### src/rtl/bus_bridge_pkg.sv
// Shared definitions for the CPU bus bridge: the bridge FSM state encoding
// and the default widths/depths that the CPU top also builds against.
package bus_bridge_pkg;

  localparam int unsigned DEF_ADDR_W     = 32;
  localparam int unsigned DEF_DATA_W     = 32;
  localparam int unsigned DEF_WBUF_DEPTH = 4;
  localparam int unsigned DEF_TIMEOUT    = 64;

  typedef enum logic [1:0] {
    ST_IDLE     = 2'd0,
    ST_WR_ISSUE = 2'd1,
    ST_RD_ISSUE = 2'd2,
    ST_RD_DONE  = 2'd3
  } bridge_state_t;

endpackage

### src/rtl/bus_wbuf_fifo.sv
// Posted-write buffer for the CPU bus bridge. Holds {addr, wdata} entries
// in arrival order; the head entry stays in place while it is being issued
// downstream and is only removed by a pop. A push that arrives while full is
// accepted only if a pop happens on the same edge.
module bus_wbuf_fifo
  import bus_bridge_pkg::*;
#(
  parameter int unsigned WIDTH = DEF_ADDR_W + DEF_DATA_W,
  parameter int unsigned DEPTH = DEF_WBUF_DEPTH,
  localparam int unsigned CNT_W = $clog2(DEPTH) + 1
) (
  input  logic             i_clk,
  input  logic             i_rst_n,
  input  logic             i_push,
  input  logic             i_pop,
  input  logic [WIDTH-1:0] i_data,
  output logic [WIDTH-1:0] o_head,
  output logic             o_full,
  output logic             o_empty,
  output logic [CNT_W-1:0] o_level
);

  localparam int unsigned PTR_W = $clog2(DEPTH);

  logic [WIDTH-1:0] r_mem [DEPTH];
  logic [PTR_W-1:0] r_wr_ptr;
  logic [PTR_W-1:0] r_rd_ptr;
  logic [CNT_W-1:0] r_level;

  logic w_do_pop;
  logic w_do_push;

  assign o_full    = (r_level == CNT_W'(DEPTH));
  assign o_empty   = (r_level == '0);
  assign o_level   = r_level;
  assign o_head    = r_mem[r_rd_ptr];
  assign w_do_pop  = i_pop & ~o_empty;
  assign w_do_push = i_push & (~o_full | w_do_pop);

  // Entry storage needs no reset: the level counter decides what is valid.
  always_ff @(posedge i_clk) begin
    if (w_do_push) begin
      r_mem[r_wr_ptr] <= i_data;
    end
  end

  // Pointers wrap naturally because the depth is a power of two.
  always_ff @(posedge i_clk or negedge i_rst_n) begin
    if (!i_rst_n) begin
      r_wr_ptr <= '0;
      r_rd_ptr <= '0;
      r_level  <= '0;
    end else begin
      if (w_do_push) begin
        r_wr_ptr <= r_wr_ptr + PTR_W'(1);
      end
      if (w_do_pop) begin
        r_rd_ptr <= r_rd_ptr + PTR_W'(1);
      end
      r_level <= r_level + CNT_W'(w_do_push) - CNT_W'(w_do_pop);
    end
  end

endmodule

### src/rtl/cpu_bus_bridge.sv
// Bridges the CPU strobe bus onto a single req/ack memory port. CPU writes
// are posted into a small FIFO; CPU reads wait until all buffered writes
// have drained, then issue and hold data-ready until the CPU drops its
// request. Every downstream access is bounded by a timeout counter, and
// dropped writes / timed-out accesses raise sticky flags.
module cpu_bus_bridge
  import bus_bridge_pkg::*;
#(
  parameter int unsigned ADDR_W     = DEF_ADDR_W,
  parameter int unsigned DATA_W     = DEF_DATA_W,
  parameter int unsigned WBUF_DEPTH = DEF_WBUF_DEPTH,
  parameter int unsigned TIMEOUT    = DEF_TIMEOUT
) (
  input  logic              i_clk,
  input  logic              i_rst_n,
  input  logic              i_cpu_req,
  input  logic              i_cpu_we,
  input  logic [ADDR_W-1:0] i_cpu_addr,
  input  logic [DATA_W-1:0] i_cpu_wdata,
  output logic [DATA_W-1:0] o_cpu_rdata,
  output logic              o_cpu_ready,
  output logic              o_mem_req,
  output logic              o_mem_we,
  output logic [ADDR_W-1:0] o_mem_addr,
  output logic [DATA_W-1:0] o_mem_wdata,
  input  logic              i_mem_ack,
  input  logic [DATA_W-1:0] i_mem_rdata,
  output logic              o_wbuf_overflow,
  output logic              o_timeout,
  output logic              o_busy
);

  localparam int unsigned FIFO_W = ADDR_W + DATA_W;
  localparam int unsigned LVL_W  = $clog2(WBUF_DEPTH) + 1;
  localparam int unsigned TMO_W  = $clog2(TIMEOUT) + 1;

  bridge_state_t     r_state;
  logic              r_req_q;
  logic              r_rd_pending;
  logic [ADDR_W-1:0] r_rd_addr;
  logic [TMO_W-1:0]  r_tmo_cnt;
  logic              r_mem_req;
  logic              r_mem_we;
  logic [ADDR_W-1:0] r_mem_addr;
  logic [DATA_W-1:0] r_mem_wdata;
  logic              r_cpu_ready;
  logic [DATA_W-1:0] r_cpu_rdata;
  logic              r_wbuf_overflow;
  logic              r_timeout;
  logic              r_busy;

  logic              w_rise;
  logic              w_wr_edge;
  logic              w_rd_edge;
  logic              w_issue;
  logic              w_ack;
  logic              w_tmo_hit;
  logic              w_pop;
  logic              w_push;
  logic              w_drop;
  logic              w_rd_clear;
  logic              w_pend_next;
  logic              w_fifo_nonempty_next;
  logic [FIFO_W-1:0] w_head;
  logic              w_full;
  logic              w_empty;
  logic [LVL_W-1:0]  w_level;

  assign w_rise     = i_cpu_req & ~r_req_q;
  assign w_wr_edge  = w_rise & i_cpu_we;
  assign w_rd_edge  = w_rise & ~i_cpu_we & ~r_rd_pending;
  assign w_issue    = (r_state == ST_WR_ISSUE) | (r_state == ST_RD_ISSUE);
  assign w_ack      = w_issue & r_mem_req & i_mem_ack;
  assign w_tmo_hit  = w_issue & ~w_ack & (r_tmo_cnt == TMO_W'(TIMEOUT - 1));
  assign w_pop      = (r_state == ST_WR_ISSUE) & (w_ack | w_tmo_hit);
  assign w_push     = w_wr_edge & (~w_full | w_pop);
  assign w_drop     = w_wr_edge & w_full & ~w_pop;
  assign w_rd_clear = (r_state == ST_RD_DONE) & ~i_cpu_req;

  // An issuing write keeps its entry in the FIFO and an issuing/finished read
  // keeps read_pending set, so "FIFO non-empty or read pending" already
  // covers every in-flight access; busy is registered from their next values.
  assign w_pend_next          = (r_rd_pending & ~w_rd_clear) | w_rd_edge;
  assign w_fifo_nonempty_next = w_push |
                                (~w_empty & ~(w_pop & (w_level == LVL_W'(1))));

  assign o_mem_req       = r_mem_req;
  assign o_mem_we        = r_mem_we;
  assign o_mem_addr      = r_mem_addr;
  assign o_mem_wdata     = r_mem_wdata;
  assign o_cpu_ready     = r_cpu_ready;
  assign o_cpu_rdata     = r_cpu_rdata;
  assign o_wbuf_overflow = r_wbuf_overflow;
  assign o_timeout       = r_timeout;
  assign o_busy          = r_busy;

  bus_wbuf_fifo #(
    .WIDTH (FIFO_W),
    .DEPTH (WBUF_DEPTH)
  ) u_wbuf (
    .i_clk   (i_clk),
    .i_rst_n (i_rst_n),
    .i_push  (w_push),
    .i_pop   (w_pop),
    .i_data  ({i_cpu_addr, i_cpu_wdata}),
    .o_head  (w_head),
    .o_full  (w_full),
    .o_empty (w_empty),
    .o_level (w_level)
  );

  // Request edge detection, read capture, sticky flags and the busy summary.
  always_ff @(posedge i_clk or negedge i_rst_n) begin
    if (!i_rst_n) begin
      r_req_q         <= 1'b0;
      r_rd_pending    <= 1'b0;
      r_rd_addr       <= '0;
      r_wbuf_overflow <= 1'b0;
      r_timeout       <= 1'b0;
      r_busy          <= 1'b0;
    end else begin
      r_req_q      <= i_cpu_req;
      r_rd_pending <= w_pend_next;
      if (w_rd_edge) begin
        r_rd_addr <= i_cpu_addr;
      end
      if (w_drop) begin
        r_wbuf_overflow <= 1'b1;
      end
      if (w_tmo_hit) begin
        r_timeout <= 1'b1;
      end
      r_busy <= w_fifo_nonempty_next | w_pend_next;
    end
  end

  // Access sequencer: drains writes before a pending read, always returning
  // through IDLE so o_mem_req drops for at least one cycle between accesses.
  always_ff @(posedge i_clk or negedge i_rst_n) begin
    if (!i_rst_n) begin
      r_state     <= ST_IDLE;
      r_tmo_cnt   <= '0;
      r_mem_req   <= 1'b0;
      r_mem_we    <= 1'b0;
      r_mem_addr  <= '0;
      r_mem_wdata <= '0;
      r_cpu_ready <= 1'b0;
      r_cpu_rdata <= '0;
    end else begin
      case (r_state)
        ST_IDLE: begin
          r_tmo_cnt <= '0;
          if (!w_empty) begin
            r_state     <= ST_WR_ISSUE;
            r_mem_req   <= 1'b1;
            r_mem_we    <= 1'b1;
            r_mem_addr  <= w_head[FIFO_W-1:DATA_W];
            r_mem_wdata <= w_head[DATA_W-1:0];
          end else if (r_rd_pending) begin
            r_state    <= ST_RD_ISSUE;
            r_mem_req  <= 1'b1;
            r_mem_we   <= 1'b0;
            r_mem_addr <= r_rd_addr;
          end
        end
        ST_WR_ISSUE: begin
          if (w_ack || w_tmo_hit) begin
            r_state   <= ST_IDLE;
            r_mem_req <= 1'b0;
          end else begin
            r_tmo_cnt <= r_tmo_cnt + TMO_W'(1);
          end
        end
        ST_RD_ISSUE: begin
          if (w_ack) begin
            r_state     <= ST_RD_DONE;
            r_mem_req   <= 1'b0;
            r_cpu_ready <= 1'b1;
            r_cpu_rdata <= i_mem_rdata;
          end else if (w_tmo_hit) begin
            r_state     <= ST_RD_DONE;
            r_mem_req   <= 1'b0;
            r_cpu_ready <= 1'b1;
            r_cpu_rdata <= '1;
          end else begin
            r_tmo_cnt <= r_tmo_cnt + TMO_W'(1);
          end
        end
        ST_RD_DONE: begin
          if (!i_cpu_req) begin
            r_state     <= ST_IDLE;
            r_cpu_ready <= 1'b0;
          end
        end
        default: begin
          r_state   <= ST_IDLE;
          r_mem_req <= 1'b0;
        end
      endcase
    end
  end

endmodule
### config.mk
export PLATFORM = sky130hd
export DESIGN_NAME = cpu_bus_bridge
export DESIGN_NICKNAME = d
export VERILOG_FILES = /design/src/rtl/bus_bridge_pkg.sv /design/src/rtl/bus_wbuf_fifo.sv /design/src/rtl/cpu_bus_bridge.sv
export SDC_FILE = /design/constraint.sdc
export NUM_CORES = 1
export LEC_CHECK = 0
export CAP_MARGIN = 25
export CELL_PAD_IN_SITES_DETAIL_PLACEMENT = 0
export CELL_PAD_IN_SITES_GLOBAL_PLACEMENT = 1
export CORE_UTILIZATION = 51
export DETAILED_ROUTE_END_ITERATION = 16
export GPL_ROUTABILITY_DRIVEN = 0
export PLACE_DENSITY_LB_ADDON = 0.1
export SYNTH_ARGS = -nofsm -noshare
export SYNTH_HDL_FRONTEND = slang
export SYNTH_HIERARCHICAL = 1
export SYNTH_SLANG_ARGS = --single-unit
### constraint.sdc
create_clock -name i_clk -period 5.5 [get_ports i_clk]
set_input_delay 1.65 -clock i_clk [delete_from_list [all_inputs] [get_ports i_clk]]
set_output_delay 1.65 -clock i_clk [all_outputs]
set_load 0.005 [all_outputs]
# Yosys cells after proc, flatten, opt, wreduce, memory -nomap -nowiden
# Memories as Yosys holds them, arrays and structs flattened.
# Index checks and enable logic that the tools add are counted.
dict set report word_totals {
  register_bits 152
  in_bits 101
  mem_bits_rw 256
  mem_count 1
}
# memory depth width read_ports rd_ports_with_merged_regs wr line
set mem_list {}
lappend mem_list {u_wbuf.r_mem 4 64 1 0 1 bus_wbuf_fifo.sv:25} ;# logic [WIDTH-1:0] r_mem [DEPTH];
dict set report op_classes {
  n_reduce_logical 13
  n_bitwise 35
  addsub 5
  n_mux 29
  eq_ne 14
}
# cell n
set op_table {}
lappend op_table {{two-way mux 32 bit} 4}
lappend op_table {{two-way mux 7 bit} 3}
lappend op_table {{one-hot mux 7 bit (3 select lines)} 1}
lappend op_table {{AND 1 bit} 18}
lappend op_table {{two-way mux 1 bit} 12}
lappend op_table {{two-way mux 2 bit} 6}
lappend op_table {{AND reduction 4 bit} 3}
lappend op_table {{inequality test 2 bit (second input constant)} 5}
lappend op_table {{NOT 1 bit} 10}
lappend op_table {{one-hot mux 2 bit (4 select lines)} 1}
lappend op_table {{adder 7 x 1 -> 7 bit (second input constant)} 1}
lappend op_table {{== test 7 x 6 -> 1 bit (second input constant)} 1}
lappend op_table {{OR 1 bit} 7}
lappend op_table {{inequality test 3 bit (second input constant)} 2}
lappend op_table {{AND reduction 2 bit} 3}
lappend op_table {{adder 2 x 1 -> 2 bit (second input constant)} 2}
lappend op_table {{== test 2 bit (second input constant)} 2}
lappend op_table {{nonzero test 2 bit} 2}
lappend op_table {{adder 3 x 1 -> 3 bit} 1}
lappend op_table {{== test 3 x 1 -> 1 bit (second input constant)} 1}
lappend op_table {{== test 3 bit (second input constant)} 1}
lappend op_table {{zero test 3 bit} 1}
lappend op_table {{one-hot mux 1 bit (3 select lines)} 1}
lappend op_table {{AND reduction 3 bit} 1}
lappend op_table {{other kinds (7)} 7}

# Longest topological paths before layout
dict set report logic_depth {
  depth_word 14
  depth_mapped 13
  ltp_nobuf 12
}

# Modules after synthesis
# The synthesis kept the hierarchy.
# mod seq_area_each_um2 cells_per_inst area_per_inst_um2 n_inst
set modules_own_cells {}
lappend modules_own_cells {bus_wbuf_fifo 7862.5 369 9670.5 1}
lappend modules_own_cells {cpu_bus_bridge 3628.5 465 6093.3 1}

# Worst setup path before layout
# OpenSTA, ideal clock, no wires.
dict set report synth_timing {
  kind {input -> register}
  startpoint {in i_mem_ack}
  endpoint {mem u_wbuf/r_mem[0][0] (netlist name) (enable)}
  arrival_ns 4.151
  setup_slack_ns 0.920
  path_stages 7
  setup_time_ns 0.429
  required_ns 5.071
  cell_sequence {nand2_1 o21ai_4 buf_4 nand3_1 a21oi_1 a21boi_2 and2_1}
}
dict set report synth_via {
  elab_chain_cells 11
  elab_cells_between_ends 13
  classes_between {mux: 2; bitwise: 11}
}
# element line
set synth_lines {}
lappend synth_lines {{start: declaration} cpu_bus_bridge.sv:26} ;# input logic i_mem_ack,
lappend synth_lines {{AND 1 bit (*)} cpu_bus_bridge.sv:73} ;# assign w_ack = w_issue & r_mem_req & i_mem_ack;
lappend synth_lines {{NOT 1 bit} cpu_bus_bridge.sv:74} ;# assign w_tmo_hit = w_issue & ~w_ack & (r_tmo_cnt == TMO_W'(TIMEOUT - 1));
lappend synth_lines {{AND 1 bit (2 in series)} cpu_bus_bridge.sv:74}
lappend synth_lines {{OR 1 bit (*)} cpu_bus_bridge.sv:75} ;# assign w_pop = (r_state == ST_WR_ISSUE) & (w_ack | w_tmo_hit);
lappend synth_lines {{AND 1 bit (*)} cpu_bus_bridge.sv:75}
lappend synth_lines {{OR 1 bit (*)} cpu_bus_bridge.sv:76} ;# assign w_push = w_wr_edge & (~w_full | w_pop);
lappend synth_lines {{AND 1 bit (*)} cpu_bus_bridge.sv:76}
lappend synth_lines {{net w_push} cpu_bus_bridge.sv:59} ;# logic w_push;
lappend synth_lines {{AND 1 bit (*)} bus_wbuf_fifo.sv:38} ;# assign w_do_push = i_push & (~o_full | w_do_pop);
lappend synth_lines {{two-way mux 1 bit (*)} bus_wbuf_fifo.sv:42} ;# if (w_do_push) begin
lappend synth_lines {{two-way mux 1 bit (not written as such) (*)} bus_wbuf_fifo.sv:43} ;# r_mem[r_wr_ptr] <= i_data;
lappend synth_lines {{end: declaration} bus_wbuf_fifo.sv:25}
# The timed path passes the listed nets; every way through them passes the cells marked *.

# Worst setup path after layout
dict set report layout_timing {
  startpoint {in i_mem_ack}
  endpoint {mem u_wbuf/r_mem[3][42] (netlist name) (enable)}
}
# The elaborated chain is that of the path after synthesis.

==> results <==
- The share of cells above drive strength 1 is 0.217.
- The total of endpoints with negative setup slack in the final report is 0.
- The total design power is 10.0 mW.
- The cell type contributing the most total cell area after synthesis is edfxtp_1.
- STA classifies the critical path startpoint as an input pin.
- The remaining design rule violation count is 0.
- The number of port buffers is 202.
- The synthesized design contains 408 register bits.
- In the post-synthesis netlist, the cell with the most instances is edfxtp_1.
- The number of H-tree levels is 2.
- The sequential cell area fraction in the yosys report is 0.729.
- Once detail routing completed, the nets flagged for antenna violations numbered 0.
- The number of vias in the routed layout is 8,088.
- The tree is rooted in a clkbuf_16.
- Data arrives at the worst endpoint at 4.27 ns.
- The largest driver fanout on the critical path is 36.
- The number of cells on the worst reg-to-reg path is 7.
- Entering global routing, the biggest net connects 76 pins.
- The initial cell density of the core is 0.517.
- The count of cells along the worst hold path is 2.
- The peak clock frequency supported by timing is 247 MHz.
- The detailed-router iteration count before antenna repair is 5.
- Yosys attributes the largest share of cell area to edfxtp_1 (49%), dfrtp_1 (24%), mux4_2 (9.1%).
- The initial antenna violation count is 1.
- The floorplan step set the die width to 178 um.
- Traced cell by cell, the critical path runs through clkdlybuf4s50_1, nand2_1, o21ai_4, nand3_1, a21oi_1, a21boi_2, and2_4, buf_4.
- Summed over all failing endpoints, the final setup total negative slack is 0 ns.
- After the last flow step, the layout net total stands at 1,170.
- The number of endpoints with negative hold slack in the final report is 0.
- The die covers 31,600 um^2.
- Summed over all layers, the routed wires come to 30,700 um.
- The combinational family with the most area after synthesis is multiplexers.
- The clock skew after layout is 0.0203 ns.
- The total count of max-transition violations in the final report is 0.
- The overall die height is 178 um.
- The total half-perimeter wirelength after legalization and detailed placement is 19,500 um.
- The share of synthesized area in the top cell type comes to 0.488.
- The simple-gate share of the synthesized area is 0.0279.
- The number of nets in the synthesized netlist is 948.
- The clock transition at the registers of the reported paths is 0.06 ns.
- After floorplanning, the core was divided into 64 placement rows.
- 203 I/O pins were placed.
- The leakage dissipation is 7.03 nW.
- The commonest cells after synthesis are edfxtp_1 (256), dfrtp_1 (152), mux2_2 (65).
- The number of flops mapped to enable cells by yosys is 256.
- Counting buffers and inverters, the worst setup path is 8 cells deep.
- The flip-flop cell with the highest count after synthesis is edfxtp_1.
- The routed wire length per instance is 20.6 um.
- The min-delay analysis places its worst path in the category reg2reg.
- The endpoint type of the worst setup path is a flop.
- The xor-xnor portion of the synthesized cell area is 0.00278.
- The compound-cell area share of the yosys netlist is 0.0487.
- The number of setup buffers added after CTS is 0.
- For the pin with the worst max-slew slack, the measured transition is 1.02 ns.
- The max-slew headroom at the worst pin is 0.323.
- Once layout is complete, the utilization of the core stands at 0.643.
- From synthesis to final layout, the design area changed by 24.5%.
- Of the available clock period, the critical path in the final layout requires 0.736.
- TritonCTS built the clock tree.
- The post-synthesis adder-cell area fraction is 0.0108.
- Counting along the longest clock path gives a buffer depth of 3.
- For the worst-skew pair, the clock arrives at the later sink with an insertion delay of 0.54 ns.
- Yosys printed 6 warnings.
- The detail-routed via count per cell is 5.44.
- The kind of cell with the highest combined delay on the critical path is simple AND/OR/NAND/NOR gates.
- Gates resized during post-CTS repair numbered 0.
- The wire length of the first global-routing pass is 48,600 um.
- The post-layout instance area is 19,600 um^2.
- In this run the cell area of the synthesized design comes to 15,800 um^2.
- The clock buffer count from CTS is 43.
- Counting every instance in the synthesized netlist gives 834.
- The overall track demand over capacity in global routing is 0.203.
- Setup repair after global routing left no endpoint under its margin.
- The total power density per cell area is 509 nW/um^2.
- Across the run, the number of max-cap violations was 0.
- The core region is 30,500 um^2.
- The post-synthesis average cell area is 18.9 um^2.
- Across the VDD grid, the largest voltage drop is 0.337 mV.
- Synthesis instantiated 58 different standard cells from the library.
- In the synthesized netlist the async set-or-reset flop fraction comes to 0.373.
- Measured against the total synthesized area, the mux share comes to 0.160.
- The violation count after the first detailed-routing iteration is 474.
- The worst path in the final design needs a cycle of 4.05 ns, including I/O delays and setup.
- Counting every sink on the clock net gives 408.
- The path type of the worst setup path is in2reg.
- The required time of the worst setup path is 5.73 ns.
- The number of global-route vias before repair is 8,530.
- Summing all placed instances gives a cell area of 18,300 um^2.
- The run finished with clean final reports.
- After global routing the overflow that remains totals 0.
- The maximum cell stage delay along the critical path is 0.62 ns.
- Together, buffers and inverters on the worst path number 2.
- The number of buffers added to fix hold violations after cts is 0.
- The standard cell with the maximum stage delay on the critical path is and2_4.
[metrics by stage]
stage,setup slack [ns],hold WS (ns),instances
global placement,0.911,0.461,1404
finish,1.45,0.480,1486
CTS,1.43,0.484,1485
detailed placement,0.875,0.470,1407
floorplan,0.920,0.458,834
global route,1.18,0.498,1485
[path summary, 6_finish.rpt]
check | from | slack (ns) | endpoint
worst max-delay path | i_mem_ack | 1.45 | u_wbuf/r_mem[3][42]$_DFFE_PP_
worst min-delay path | o_mem_addr[3]$_DFFE_PN0P_ | 0.48 | o_mem_addr[3]$_DFFE_PN0P_
worst max register to register | r_state[1]$_DFFE_PN0P_ | 2.25 | u_wbuf/r_mem[3][42]$_DFFE_PP_
worst min register to register | o_mem_addr[3]$_DFFE_PN0P_ | 0.48 | o_mem_addr[3]$_DFFE_PN0P_
max in group asynchronous | i_rst_n | 3.37 | r_rd_addr[21]$_DFFE_PN0P_
min in group asynchronous | i_rst_n | 1.15 | o_cpu_rdata[9]$_DFFE_PN0P_
[power by group]
group | total, mW | switching, mW | internal (mW) | leakage (nW)
Clock | 2.69 | 1.17 | 1.52 | 0.647
Combinational | 2.92 | 1.14 | 1.77 | 2.21
Sequential | 4.40 | 0.486 | 3.91 | 4.17
Total | 10.0 | 2.80 | 7.20 | 7.03
[sequential cells by signal, summed over array words and instances (netlist names)]
signal and flops:
r_tmo_cnt 7, o_mem_req 1, o_cpu_ready 1, r_req_q 1, r_state 2, o_cpu_rdata 32
o_busy 1, o_wbuf_overflow 1, u_wbuf/r_wr_ptr 2, r_rd_pending 1, o_timeout 1, o_mem_wdata 32
o_mem_we 1, u_wbuf/r_rd_ptr 2, u_wbuf/o_level 3, o_mem_addr 32, r_rd_addr 32, u_wbuf/r_mem 256
[cells by family (layout without fill, tap and decap cells)]
| group | Yosys count | count (layout) |
|---|---|---|
| AO/OA/AOI/OAI | 104 | 104 |
| XOR/XNOR | 5 | 5 |
| adder cells (fa/ha/maj) | 13 | 13 |
| buffers and inverters | 57 | 312 |
| flip-flops | 408 | 408 |
| multiplexers | 164 | 164 |
| other | 0 | 1 |
| AND/OR/NAND/NOR | 83 | 83 |
[layout make-up]
class / instances / area, um^2
Tap cell: 396 / 495
Antenna cell: 1 / 2.50
Inverter: 13 / 48.8
Clock inverter: 29 / 204
Sequential cell: 408 / 11500
Multi-Input combinational cell: 369 / 3990
Timing Repair Buffer: 221 / 2280
Clock buffer: 49 / 1120
Fill cell: 2135 / 10900
[per-layer routing]
metal  up-vias  track usage  share of wire  routed length (um)
met1      4113        0.278           0.44               13400
li1       3712            -              -                   -
met5         -            0              0                   0
met3        41       0.0353          0.057                1760
met4         0       0.0516          0.016                 497
met2       222        0.337           0.49               15000
[cells in the final DEF (no fill, tap or decap), drive strengths merged, types with 2 or more instances in the layout]
cell type,instances
clkbuf,49
a2111o,2
clkdlybuf4s50,201
mux2i,33
a21oi,5
and2,6
a21boi,2
edfxtp,256
a2111oi,2
inv,16
nand2,47
ha,12
nor2b,2
o21ai,38
nand3,4
dfrtp,152
o211ai,7
mux4,64
buf,20
nand4,3
clkinvlp,4
clkinv,21
a311o,3
xnor2,4
or2,3
nand2b,2
nor2,6
a21o,3
mux2,67
o22a,32
[worst min-delay path, delay by kind of cell, from the launching register on]
kind,cells,cell delay [ns]
AO/OA/AOI/OAI,1,0.06
AND/OR/NAND/NOR,1,0.05
flip-flops,1,0.33
(Power assumes the default switching activity.)
